===== src/rtl/nmea_vtg_if.sv =====
// Byte-stream handshake between the UART receiver and the NMEA VTG parser.
interface nmea_vtg_if;
  logic [7:0] data_i;
  logic       valid_i;
  logic       ready_o;

  modport master (output data_i, output valid_i, input ready_o);
  modport slave  (input data_i, input valid_i, output ready_o);
endinterface


===== src/rtl/nmea_vtg_parser.sv =====
// Extracts ground speed in km/h (integer + tenths) from $--VTG NMEA sentences.
// Define NMEA_CHECKSUM_EN to verify the two hex checksum digits after '*'.
//
// state  | meaning
// IDLE   | waiting for '$'
// HDR    | talker/sentence ID, then the comma that opens the field list
// FIELDS | scanning comma-separated fields, accumulating km/h from field 7
// CKHI   | first checksum character after '*'
// CKLO   | second checksum character
// TERM   | waiting for CR or LF
// EMIT   | one-cycle speed update pulse, byte stream stalled
// ERR    | one-cycle discard pulse, byte stream stalled
module nmea_vtg_parser #(
  parameter int SPEED_W_P   = 10,
  parameter int SPEED_MAX_P = 999,
  parameter int MAX_LEN_P   = 82
) (
  input  logic                 clk_i,
  input  logic                 reset_n_i,
  nmea_vtg_if.slave            s_byte,
  output logic [SPEED_W_P-1:0] speed_kmh_o,
  output logic [3:0]           speed_tenths_o,
  output logic                 speed_valid_o,
  output logic                 sentence_err_o
);

  localparam int LEN_W = $clog2(MAX_LEN_P + 2);
  localparam int ACC_W = SPEED_W_P + 4;

  localparam logic [7:0] C_DOLLAR = 8'h24;
  localparam logic [7:0] C_COMMA  = 8'h2C;
  localparam logic [7:0] C_STAR   = 8'h2A;
  localparam logic [7:0] C_DOT    = 8'h2E;
  localparam logic [7:0] C_CR     = 8'h0D;
  localparam logic [7:0] C_LF     = 8'h0A;
  localparam logic [7:0] C_V      = 8'h56;
  localparam logic [7:0] C_T      = 8'h54;
  localparam logic [7:0] C_G      = 8'h47;

  typedef enum logic [2:0] {
    S_IDLE, S_HDR, S_FIELDS, S_CKHI, S_CKLO, S_TERM, S_EMIT, S_ERR
  } state_t;

  state_t               r_state, w_state;
  logic [LEN_W-1:0]     r_len, w_len;
  logic [2:0]           r_hdr_cnt, w_hdr_cnt;
  logic                 r_vtg, w_vtg;
  logic [3:0]           r_field, w_field;
  logic [SPEED_W_P-1:0] r_int, w_int;
  logic [3:0]           r_tenths, w_tenths;
  logic                 r_have_int, w_have_int;
  logic                 r_dot, w_dot;
  logic                 r_have_ten, w_have_ten;
  logic [SPEED_W_P-1:0] r_speed;
  logic [3:0]           r_speed_ten;

  logic                 w_ready, w_acc, w_start, w_load;
  logic [7:0]           w_byte;
  logic                 w_is_digit, w_is_eol;
  logic [ACC_W-1:0]     w_int_calc;
  logic [SPEED_W_P-1:0] w_int_sat;

`ifdef NMEA_CHECKSUM_EN
  logic [7:0] r_xor, w_xor;
  logic [3:0] r_ck_hi, w_ck_hi;
  logic [4:0] w_hex;

  // Returns {is_hex, nibble}.
  function automatic logic [4:0] hex_nib(input logic [7:0] c);
    logic [4:0] v;
    v = '0;
    if (c >= 8'h30 && c <= 8'h39)
      v = {1'b1, c[3:0]};
    else if ((c >= 8'h41 && c <= 8'h46) || (c >= 8'h61 && c <= 8'h66))
      v = {1'b1, c[3:0] + 4'd9};
    return v;
  endfunction
`endif

  assign w_ready    = (r_state != S_EMIT) && (r_state != S_ERR);
  assign w_acc      = s_byte.valid_i && w_ready;
  assign w_byte     = s_byte.data_i;
  assign w_is_digit = (w_byte >= 8'h30) && (w_byte <= 8'h39);
  assign w_is_eol   = (w_byte == C_CR) || (w_byte == C_LF);

  // Saturating decimal accumulate; the wider intermediate cannot overflow.
  assign w_int_calc = ACC_W'(r_int) * ACC_W'(10) + ACC_W'(w_byte[3:0]);
  assign w_int_sat  = (w_int_calc > ACC_W'(SPEED_MAX_P)) ? SPEED_W_P'(SPEED_MAX_P)
                                                         : w_int_calc[SPEED_W_P-1:0];

  always_comb begin
    w_state    = r_state;
    w_len      = r_len;
    w_hdr_cnt  = r_hdr_cnt;
    w_vtg      = r_vtg;
    w_field    = r_field;
    w_int      = r_int;
    w_tenths   = r_tenths;
    w_have_int = r_have_int;
    w_dot      = r_dot;
    w_have_ten = r_have_ten;
    w_start    = 1'b0;
    w_load     = 1'b0;
`ifdef NMEA_CHECKSUM_EN
    w_xor      = r_xor;
    w_ck_hi    = r_ck_hi;
    w_hex      = hex_nib(w_byte);
`endif

    case (r_state)
      S_IDLE: w_start = w_acc && (w_byte == C_DOLLAR);
      S_EMIT, S_ERR: w_state = S_IDLE;
      default: if (w_acc) begin
        w_len = r_len + 1'b1;
`ifdef NMEA_CHECKSUM_EN
        if ((r_state == S_HDR || r_state == S_FIELDS) && w_byte != C_STAR)
          w_xor = r_xor ^ w_byte;
`endif
        if (w_byte == C_DOLLAR)
          w_start = 1'b1;
        else if (w_len > LEN_W'(MAX_LEN_P))
          w_state = r_vtg ? S_ERR : S_IDLE;
        else begin
          case (r_state)
            S_HDR: begin
              w_hdr_cnt = r_hdr_cnt + 3'd1;
              if (r_hdr_cnt == 3'd5) begin
                w_field = 4'd1;
                w_state = (w_byte == C_COMMA) ? S_FIELDS : S_ERR;
              end else begin
                w_vtg = r_vtg && !((r_hdr_cnt == 3'd2 && w_byte != C_V) ||
                                   (r_hdr_cnt == 3'd3 && w_byte != C_T) ||
                                   (r_hdr_cnt == 3'd4 && w_byte != C_G));
                if (r_hdr_cnt == 3'd4 && !w_vtg)
                  w_state = S_IDLE;
              end
            end
            S_FIELDS: begin
              if (w_byte == C_COMMA) begin
                if (r_field != 4'hF) w_field = r_field + 4'd1;
              end else if (w_byte == C_STAR)
                w_state = S_CKHI;
              else if (w_is_eol)
                w_state = S_ERR;
              else if (r_field == 4'd7) begin
                if (w_is_digit && !r_dot) begin
                  w_int      = w_int_sat;
                  w_have_int = 1'b1;
                end else if (w_is_digit) begin
                  if (!r_have_ten) begin
                    w_tenths   = w_byte[3:0];
                    w_have_ten = 1'b1;
                  end
                end else if (w_byte == C_DOT && !r_dot)
                  w_dot = 1'b1;
                else
                  w_state = S_ERR;
              end
            end
            S_CKHI: begin
`ifdef NMEA_CHECKSUM_EN
              if (w_hex[4]) begin
                w_ck_hi = w_hex[3:0];
                w_state = S_CKLO;
              end else
                w_state = S_ERR;
`else
              w_state = S_CKLO;
`endif
            end
            S_CKLO: begin
`ifdef NMEA_CHECKSUM_EN
              w_state = (w_hex[4] && {r_ck_hi, w_hex[3:0]} == r_xor) ? S_TERM : S_ERR;
`else
              w_state = S_TERM;
`endif
            end
            S_TERM: if (w_is_eol) begin
              if (r_have_int) begin
                w_state = S_EMIT;
                w_load  = 1'b1;
              end else
                w_state = S_ERR;
            end
            default: ;
          endcase
        end
      end
    endcase

    // '$' always opens a fresh sentence, silently dropping any partial one.
    if (w_start) begin
      w_state    = S_HDR;
      w_len      = LEN_W'(1);
      w_hdr_cnt  = '0;
      w_vtg      = 1'b1;
      w_field    = '0;
      w_int      = '0;
      w_tenths   = '0;
      w_have_int = 1'b0;
      w_dot      = 1'b0;
      w_have_ten = 1'b0;
`ifdef NMEA_CHECKSUM_EN
      w_xor      = '0;
`endif
    end
  end

  always_ff @(posedge clk_i or negedge reset_n_i) begin
    if (!reset_n_i) begin
      r_state    <= S_IDLE;
      r_len      <= '0;
      r_hdr_cnt  <= '0;
      r_vtg      <= 1'b0;
      r_field    <= '0;
      r_int      <= '0;
      r_tenths   <= '0;
      r_have_int <= 1'b0;
      r_dot      <= 1'b0;
      r_have_ten <= 1'b0;
`ifdef NMEA_CHECKSUM_EN
      r_xor      <= '0;
      r_ck_hi    <= '0;
`endif
    end else begin
      r_state    <= w_state;
      r_len      <= w_len;
      r_hdr_cnt  <= w_hdr_cnt;
      r_vtg      <= w_vtg;
      r_field    <= w_field;
      r_int      <= w_int;
      r_tenths   <= w_tenths;
      r_have_int <= w_have_int;
      r_dot      <= w_dot;
      r_have_ten <= w_have_ten;
`ifdef NMEA_CHECKSUM_EN
      r_xor      <= w_xor;
      r_ck_hi    <= w_ck_hi;
`endif
    end
  end

  // Loaded on the edge that enters EMIT so value and pulse appear together.
  always_ff @(posedge clk_i or negedge reset_n_i) begin
    if (!reset_n_i) begin
      r_speed     <= '0;
      r_speed_ten <= '0;
    end else if (w_load) begin
      r_speed     <= r_int;
      r_speed_ten <= r_tenths;
    end
  end

  assign s_byte.ready_o = w_ready;
  assign speed_kmh_o    = r_speed;
  assign speed_tenths_o = r_speed_ten;
  assign speed_valid_o  = (r_state == S_EMIT);
  assign sentence_err_o = (r_state == S_ERR);

endmodule


===== src/flat_wrapper.sv =====
// flat-port wrapper written by rule: the top's interface ports become plain ports
module nmea_vtg_parser_flat 
#(
  parameter int SPEED_W_P   = 10,
  parameter int SPEED_MAX_P = 999,
  parameter int MAX_LEN_P   = 82
)
  (clk_i, reset_n_i, speed_kmh_o, speed_tenths_o, speed_valid_o, sentence_err_o, s_byte_data_i, s_byte_valid_i, s_byte_ready_o);
  nmea_vtg_if s_byte_i ();
  input  logic clk_i;
  input  logic reset_n_i;
  output logic [SPEED_W_P-1:0] speed_kmh_o;
  output logic [3:0] speed_tenths_o;
  output logic speed_valid_o;
  output logic sentence_err_o;
  input wire logic [$bits(s_byte_i.data_i)-1:0] s_byte_data_i;
  input wire logic [$bits(s_byte_i.valid_i)-1:0] s_byte_valid_i;
  output wire logic [$bits(s_byte_i.ready_o)-1:0] s_byte_ready_o;
  assign s_byte_i.data_i = s_byte_data_i;
  assign s_byte_i.valid_i = s_byte_valid_i;
  assign s_byte_ready_o = s_byte_i.ready_o;
  nmea_vtg_parser #(.SPEED_W_P(SPEED_W_P), .SPEED_MAX_P(SPEED_MAX_P), .MAX_LEN_P(MAX_LEN_P)) u_core (.clk_i(clk_i), .reset_n_i(reset_n_i), .s_byte(s_byte_i), .speed_kmh_o(speed_kmh_o), .speed_tenths_o(speed_tenths_o), .speed_valid_o(speed_valid_o), .sentence_err_o(sentence_err_o));
endmodule

===== config.mk =====
export PLATFORM = sky130hd
export DESIGN_NAME = nmea_vtg_parser_flat
export DESIGN_NICKNAME = d
export VERILOG_FILES = /design/src/rtl/nmea_vtg_if.sv /design/src/rtl/nmea_vtg_parser.sv /design/src/flat_wrapper.sv
export SDC_FILE = /design/constraint.sdc
export NUM_CORES = 1
export LEC_CHECK = 0
export ABC_AREA = 1
export BUFFER_PORTS_ARGS = -buffer_cell sky130_fd_sc_hd__buf_2
export CAP_MARGIN = 25
export CORE_UTILIZATION = 40
export DETAILED_ROUTE_END_ITERATION = 8
export HOLD_SLACK_MARGIN = 0.08
export PLACE_DENSITY = 0.64
export SETUP_SLACK_MARGIN = 0.3
export SKIP_LAST_GASP = 1
export SLEW_MARGIN = 20
export SYNTH_ARGS = -nofsm -noshare
export SYNTH_HDL_FRONTEND = slang
export SYNTH_SLANG_ARGS = --single-unit

===== constraint.sdc =====
create_clock -name clk_i -period 6.4 [get_ports clk_i]
set_clock_uncertainty 0.05 [all_clocks]
set_input_delay 1.28 -clock clk_i [delete_from_list [all_inputs] [get_ports clk_i]]
set_output_delay 1.28 -clock clk_i [all_outputs]
set_load 0.02 [all_outputs]

==> results of run 1 <==
final cells by class:
type                            count  area (um^2)
Multi-Input combinational cell    389         2270
Fill cell                         914         5100
Sequential cell                    49         1230
Tap cell                          111          139
Inverter                           59          221
Timing Repair Buffer               28          143
Clock inverter                      3         28.8
Clock buffer                        5         68.8
logic make-up after synthesis:
family,after synthesis
AND/OR/NAND/NOR,287
buffers and inverters,66
AO/OA/AOI/OAI,52
flip-flops,49
adder cells (fa/ha/maj),29
multiplexers,13
XOR/XNOR,8
per-layer routing:
layer,track usage,vias up
li1,-,1701
met1,0.237,1547
met2,0.324,65
met3,0.0234,18
met4,0.0631,0
met5,0,-
cells in the mapped netlist (all sizes together) (2+ instances only):
cell type | n | share of area
mux2 | 13 | 0.047
a21oi | 9 | 0.017
o21ai | 32 | 0.044
fa | 2 | 0.011
o21bai | 2 | 0.0040
xor2 | 8 | 0.019
nand2 | 156 | 0.16
ha | 27 | 0.090
or2 | 2 | 0.0033
nand3b | 2 | 0.0040
o31ai | 3 | 0.0060
inv | 59 | 0.059
nand3 | 56 | 0.084
buf | 7 | 0.013
o22ai | 3 | 0.0050
nand4 | 8 | 0.013
nor3 | 5 | 0.0080
dfrtp | 49 | 0.33
nor2 | 55 | 0.070
nor4 | 2 | 0.0033
power by group:
part | total, mW | switching (mW) | internal, mW
Sequential | 0.407 | 0.0514 | 0.356
Combinational | 0.396 | 0.256 | 0.139
Clock | 0.204 | 0.122 | 0.0821
per-stage QoR:
step | setup slack, ns | instances | hold WS, ns
after floorplan | 3.39 | 504 | 0.405
after global placement | 3.05 | 636 | 0.419
after detailed placement | 2.99 | 636 | 0.424
after CTS | 3.27 | 644 | 0.450
after global routing | 2.99 | 644 | 0.480
final | 3.23 | 644 | 0.443
state kept, by name, indices dropped and copies added (netlist names):
signal,flops
u_core.r_dot,1
u_core.r_field,4
u_core.r_have_int,1
u_core.r_have_ten,1
u_core.r_hdr_cnt,3
u_core.r_int,10
u_core.r_len,7
u_core.r_state,3
u_core.r_tenths,4
u_core.r_vtg,1
u_core.speed_kmh_o,10
u_core.speed_tenths_o,4
worst max-delay path by stage:
stage | end | slack [ns] | cells past startpoint
final | u_core.r_int[7]$_DFFE_PN0P_ | 3.23 | 17
after detailed placement | u_core.r_int[1]$_DFFE_PN0P_ | 2.99 | 16
after global routing | u_core.r_int[6]$_DFFE_PN0P_ | 2.99 | 17
after floorplan | u_core.r_int[0]$_DFFE_PN0P_ | 3.39 | 15
after CTS | u_core.r_int[1]$_DFFE_PN0P_ | 3.27 | 17
after global placement | u_core.r_int[6]$_DFFE_PN0P_ | 3.05 | 16
worst max-delay path, stage by stage, from the launching register on:
cell and delay [ns]:
dfrtp_1 0.48, ha_1 0.32, ha_1 0.20, inv_1 0.07, fa_1 0.38, inv_1 0.06, nand2_1 0.09, nand2_1 0.11
nand3b_1 0.18, or2_1 0.27, nand3_1 0.07, nand2_1 0.11, nand3_1 0.11, nand2_1 0.10, nor2_4 0.23, nand3_1 0.10
nand2_1 0.08, nand2_1 0.05
==> reports/metrics.yaml, run 1 <==
placed_design:
  placed_cell_area_um2: 4000
  dp_hpwl_um: 6400
  place.port_buffers: 27
  gp_congestion: 0.923
grt:
  antenna_found_initial: 0
  gr-total-overflow: 0
  grt_max_degree: 50
  grt_pass1_vias: 3278
  grt_usage: 0.186
  grt_pass1_wl_um: 14700
routing:
  dr_wl_met3_um: 241
  wl_per_cell_um: 13.3
  drc: 0
  routed_wl_um: 8530
  top_layer_used: "met4"
  vias: 3331
  antenna_left: 0
  drt_iter0_markers: 155
  first_pass_iters: 4
  routed-wl-met2_um: 4020
  met1_length_um: 4090
  via_per_inst: 5.17
worst_hold_path:
  min-delay-start: "u_core.speed_kmh_o[9]$_DFFE_PN0P_"
  whs_endpoint: "u_core.speed_kmh_o[9]$_DFFE_PN0P_"
  holdPathStages: 2
  hp-class: "flip-flop to flip-flop"
die:
  dieArea_um2: 9800
  core_um2: 9200
  start_util: 0.409
  die_y_um: 99.0
  die_w_um: 99.0
  ios: 28
  std_cell_rows: 35
logic_synthesis:
  synth_compound_area_frac: 0.0828
  syn_area_per_cell_um2: 7.46
  synth_top_family_by_area: "simple AND/OR/NAND/NOR gates"
  async_reset_ff_frac: 1.00
  synthMuxAreaShare: 0.0469
  synth_xor_area_frac: 0.0186
  synth_ff_type: "dfrtp_1"
  yosys_warnings: 0
  synth_edf_count: 0
  synth_simple_gate_area_frac: 0.354
  syn_area_um2: 3760
  seq_area_frac_synth: 0.326
  synth_seq_cells: 49
  syn-num-nets: 544
  synthAdderAreaFrac: 0.100
  synthCells: 504
  synth_cell_types: 40
timing:
  rsz0062_at_grt: "false"
  slew_headroom: 0.572
  maxSlewViolCount: 0
  fin_crit_sh: 0.495
  hold_violations: 0
  final.min_clock_period_ns: 3.17
  clock.fmax_ghz: 0.315
  setup_violations: 0
  setup-tns-final_ns: 0
  worst_pin_slew_ns: 0.641
cts:
  cts_buffers: 5
  clock-sinks: 49
  cts_setup_buffers: 0
  clk_latency_ns: 0.31
  cts_tree: "yes"
  htreeDepth: 2
  clockRootBuffer: "clkbuf_8"
  holdBufCountCts: 0
  post_cts_resized: 0
  clkSlewWorstSetupHoldPaths_ns: 0.11
  cts_buffer_depth: 2
power:
  power.leakage_nw: 2.28
  p_total_mw: 1.01
  ir_drop_uv: 162
  powerDensity_nw_per_um2: 246
worst_setup_path:
  cp-end-kind: "flip-flop"
  r2r_cells: 17
  reg2reg_slack_ns: 3.23
  reg2reg_from: "u_core.r_int[1]$_DFFE_PN0P_"
  worstPathRequired_ns: 6.56
  cp.arrival_ns: 3.33
  critPathKind: "flip-flop to flip-flop"
  cp_max_fo: 9
  cp-start-kind: "flip-flop"
  crit_start: "u_core.r_int[1]$_DFFE_PN0P_"
  timing.rr.end: "u_core.r_int[7]$_DFFE_PN0P_"
job:
  max_cap_violations: 0
final_layout:
  diodes: 0
  syn_to_final_growth_pct: 8.78
  utilization: 0.445
  nets: 572
  mostFrequentLayoutCell: "nand2_1"
  drive_gt1_frac: 0.154
  finalInstanceArea_um2: 4090
  layout_common_cells: "148 x nand2_1, 52 x inv_1, 52 x nand3_1"
run_status:
  status: "complete, no violations"
Power figures use the tool's default switching activity.
==> run 2: changes to the inputs <==
--- a/config.mk
+++ b/config.mk
@@ -5,13 +5,13 @@
 export SDC_FILE = /design/constraint.sdc
 export NUM_CORES = 1
 export LEC_CHECK = 0
-export ABC_AREA = 1
+export ABC_AREA = 0
 export BUFFER_PORTS_ARGS = -buffer_cell sky130_fd_sc_hd__buf_2
 export CAP_MARGIN = 25
 export CORE_UTILIZATION = 40
 export DETAILED_ROUTE_END_ITERATION = 8
 export HOLD_SLACK_MARGIN = 0.08
-export PLACE_DENSITY = 0.64
+export PLACE_DENSITY = 0.66
 export SETUP_SLACK_MARGIN = 0.3
 export SKIP_LAST_GASP = 1
 export SLEW_MARGIN = 20
==> constraint.sdc (replaced) <==
create_clock -name clk_i -period 2.8 [get_ports clk_i]
set_clock_uncertainty 0.05 [all_clocks]
set_input_delay 0.56 -clock clk_i [delete_from_list [all_inputs] [get_ports clk_i]]
set_output_delay 0.56 -clock clk_i [all_outputs]
set_load 0.02 [all_outputs]
==> run 2 against run 1 <==
The flow now finishes with violations (setup timing). Sequential share of layout area shrank 2.9 points. Critical endpoint is now u_core.r_int[0]$_DFFE_PN0P_. Worst hold slack lost 0.26 ns. Setup slack lost 3.4 ns. First-iteration DRC count grew 19%. Register-to-register slack lost 3.4 ns. Non-clock buffer count grew 51. Area after synthesis shrank 3.9%. Count of clock-buffer cells in the layout is the same. Sequential cell count is the same. Design area grew 11%.
==> reports/metrics.yaml, run 2 <==
placed_design:
  place.port_buffers: 27
  placed_cell_area_um2: 4160
  dp_hpwl_um: 6380
  pre_cts_ws_ns: -0.244
  gp_congestion: 0.869
final_layout:
  finalInstanceArea_um2: 4540
  layout_common_cells: "49 x buf_4, 46 x dfrtp_1, 32 x nor2_1"
  mostFrequentLayoutCell: "buf_4"
  syn_to_final_growth_pct: 25.5
  drive_gt1_frac: 0.322
  nets: 499
  diodes: 0
logic_synthesis:
  yosysTopAreaCellShare: 0.339
  synthCells: 388
  synth_area_leaders: "dfrtp_1 34%, ha_1 9.3%, mux2_4 4.2%, o21ai_0 4.0%, a21oi_1 3.5%"
  synthMuxAreaShare: 0.0810
  synth_ff_type: "dfrtp_1"
  synth_simple_gate_area_frac: 0.213
  synth_cell_types: 63
  syn_area_per_cell_um2: 9.32
  yosys_warnings: 0
  yosys.area.top_type: "dfrtp_1"
  syn-num-nets: 428
  synth_edf_count: 0
  synth_commonest_cells: "49 x dfrtp_1, 33 x nor2_1, 29 x o21ai_0, 27 x ha_1, 27 x nand2_1"
  synth_xor_area_frac: 0.0388
  synthAdderAreaFrac: 0.104
  syn_area_um2: 3620
  async_reset_ff_frac: 1.00
  synth_seq_cells: 49
  synth_compound_area_frac: 0.192
  synth.most_common_cell: "dfrtp_1"
  synth_top_family_by_area: "simple AND/OR/NAND/NOR gates"
  seq_area_frac_synth: 0.339
worst_setup_path:
  cp-start-kind: "flip-flop"
  cp.arrival_ns: 3.17
  cp-end-kind: "flip-flop"
  reg2reg_from: "u_core.r_int[1]$_DFFE_PN0P_"
  cpMaxStageDelayCell: "fa_2"
  crit_start: "u_core.r_int[1]$_DFFE_PN0P_"
  r2r_cells: 11
  timing.rr.end: "u_core.r_int[0]$_DFFE_PN0P_"
  cp_slowest_stage_delay_ns: 0.42
  worstPathRequired_ns: 2.96
  cp_max_fo: 5
  cp-endpoint: "u_core.r_int[0]$_DFFE_PN0P_"
  critPathKind: "flip-flop to flip-flop"
  path_cells: "ha_1, ha_2, inv_2, fa_2, xor2_4, a211oi_4, nor3b_2, nand4b_1, mux2i_1, nand4_1, o21ba_2"
  reg2reg_slack_ns: -0.21
cts:
  htreeDepth: 2
  cts_buffers: 5
  cts_buffer_depth: 2
  clk_latency_ns: 0.32
  clkSlewWorstSetupHoldPaths_ns: 0.11
  cts_tree: "yes"
  clock-sinks: 49
  clockRootBuffer: "clkbuf_8"
grt:
  antenna_found_initial: 0
  grt_pass1_wl_um: 15000
  grt_max_degree: 28
  grt_pass1_vias: 3137
  gr-total-overflow: 0
  grt_usage: 0.193
die:
  die_y_um: 97.1
  dieArea_um2: 9420
  start_util: 0.415
  core_um2: 8720
  ios: 28
  std_cell_rows: 34
  die_w_um: 97.1
power:
  power.leakage_nw: 2.14
  powerDensity_nw_per_um2: 298
  ir_drop_uv: 251
job:
  max_cap_violations: 0
routing:
  vias: 3161
  via_per_inst: 5.57
  drt_iter0_markers: 185
  drc: 0
  routed_wl_um: 8860
  first_pass_iters: 4
  wl_per_cell_um: 15.6
  antenna_left: 0
timing:
  hold_violations: 0
  whs_ns: 0.181
  slew_headroom: 0.616
  setup_violations: 10
  fin_crit_sh: 1.07
  worst_pin_slew_ns: 0.575
  setup-tns-final_ns: -1.46
  clock.fmax_ghz: 0.333
  final.min_clock_period_ns: 3.01
  rsz0062_at_grt: "true"
  worst_slack_ns: -0.206
  maxSlewViolCount: 0
worst_hold_path:
  hp-class: "input pin to async pin"
run_status:
  status: "finished with violations"
  violations: "setup timing"
==> run 2: cell types whose count changed after synthesis, sizes merged, moves of 10 or more <==
cell / delta
nand2: -128
inv: -48
nand3: -43
nor2: -22
a21oi: +16
xnor2: +10
==> run 2: worst max-delay path: cells and delay by family (launching register included) <==
kind	cells	cell delay (ns)
AOI/OAI and AO/OA	2	0.55
xor gates and xnor gates	1	0.20
adders and majority gates	3	0.91
buffers and inverters	1	0.04
DFF	1	0.40
muxes	1	0.20
and+or+nand+nor	3	0.55
==> run 2: cells by family (layout without fill, tap and decap cells) <==
logic type / count (synthesis) / after routing
flops: 49 / 49
mux: 23 / 23
compound gates: 105 / 105
xor+xnor: 16 / 16
fa+ha+maj: 29 / 29
simple gates: 140 / 140
buf+inv: 26 / 98
==> run 2: layout make-up <==
class / instances / area (um^2)
fill: 777 / 4180
multi-input combinational: 313 / 2460
sequential: 49 / 1230
timing repair buffer: 79 / 559
tap: 108 / 135
clock buffer: 5 / 68.8
clock inverter: 3 / 46.3
inverter: 11 / 41.3
==> run 2: through the flow <==
step / utilization / cells / total power [mW]
finish: 0.520 / 568 / 1.35
CTS: 0.506 / 564 / 1.36
global placement: 0.477 / 550 / 0.820
detailed placement: 0.477 / 550 / 0.823
global route: 0.520 / 568 / 1.41
floorplan: - / 388 / 0.775
==> run 2: metal layers <==
metal  track usage  routed length, um  part of all wire  up-vias
li1              -                  -                 -     1572
met1         0.271               4350              0.49     1511
met2         0.309               4050              0.46       65
met3        0.0223                313             0.035       13
met4        0.0677                159             0.018        0
met5             0                  0                 0        -
==> run 2: worst min-delay path by stage <==
stage                                      to  slack (ns)  depth (start not counted)
2_1_floorplan        u_core.r_dot$_DFFE_PN0P_        0.21                          0
3_3_place_gp      u_core.r_len[6]$_DFFE_PN0P_        0.43                          2
3_5_place_dp   u_core.r_tenths[2]$_DFFE_PN0P_        0.44                          1
4_1_cts           u_core.r_len[1]$_DFFE_PN0P_        0.19                          1
5_1_grt           u_core.r_len[4]$_DFFE_PN0P_        0.21                          1
6_report             u_core.r_dot$_DFFE_PN0P_        0.18                          1
==> run 2: power by group <==
group	total (mW)	switching, mW	internal [mW]	leakage [nW]
Sequential	0.721	0.00873	0.712	0.670
Clock	0.535	0.267	0.268	0.0543
Combinational	0.0985	0.0610	0.0375	1.41
Total	1.35	0.336	1.02	2.14
==> run 2: timing repair <==
item | CTS | global route
gates resized for setup | 16 | 19
endpoints found under the setup margin | 34 | 34
buffers inserted | 6 | 3
pin swaps | 7 | 5
hold buffers | 0 | 0
gates cloned | 0 | 1
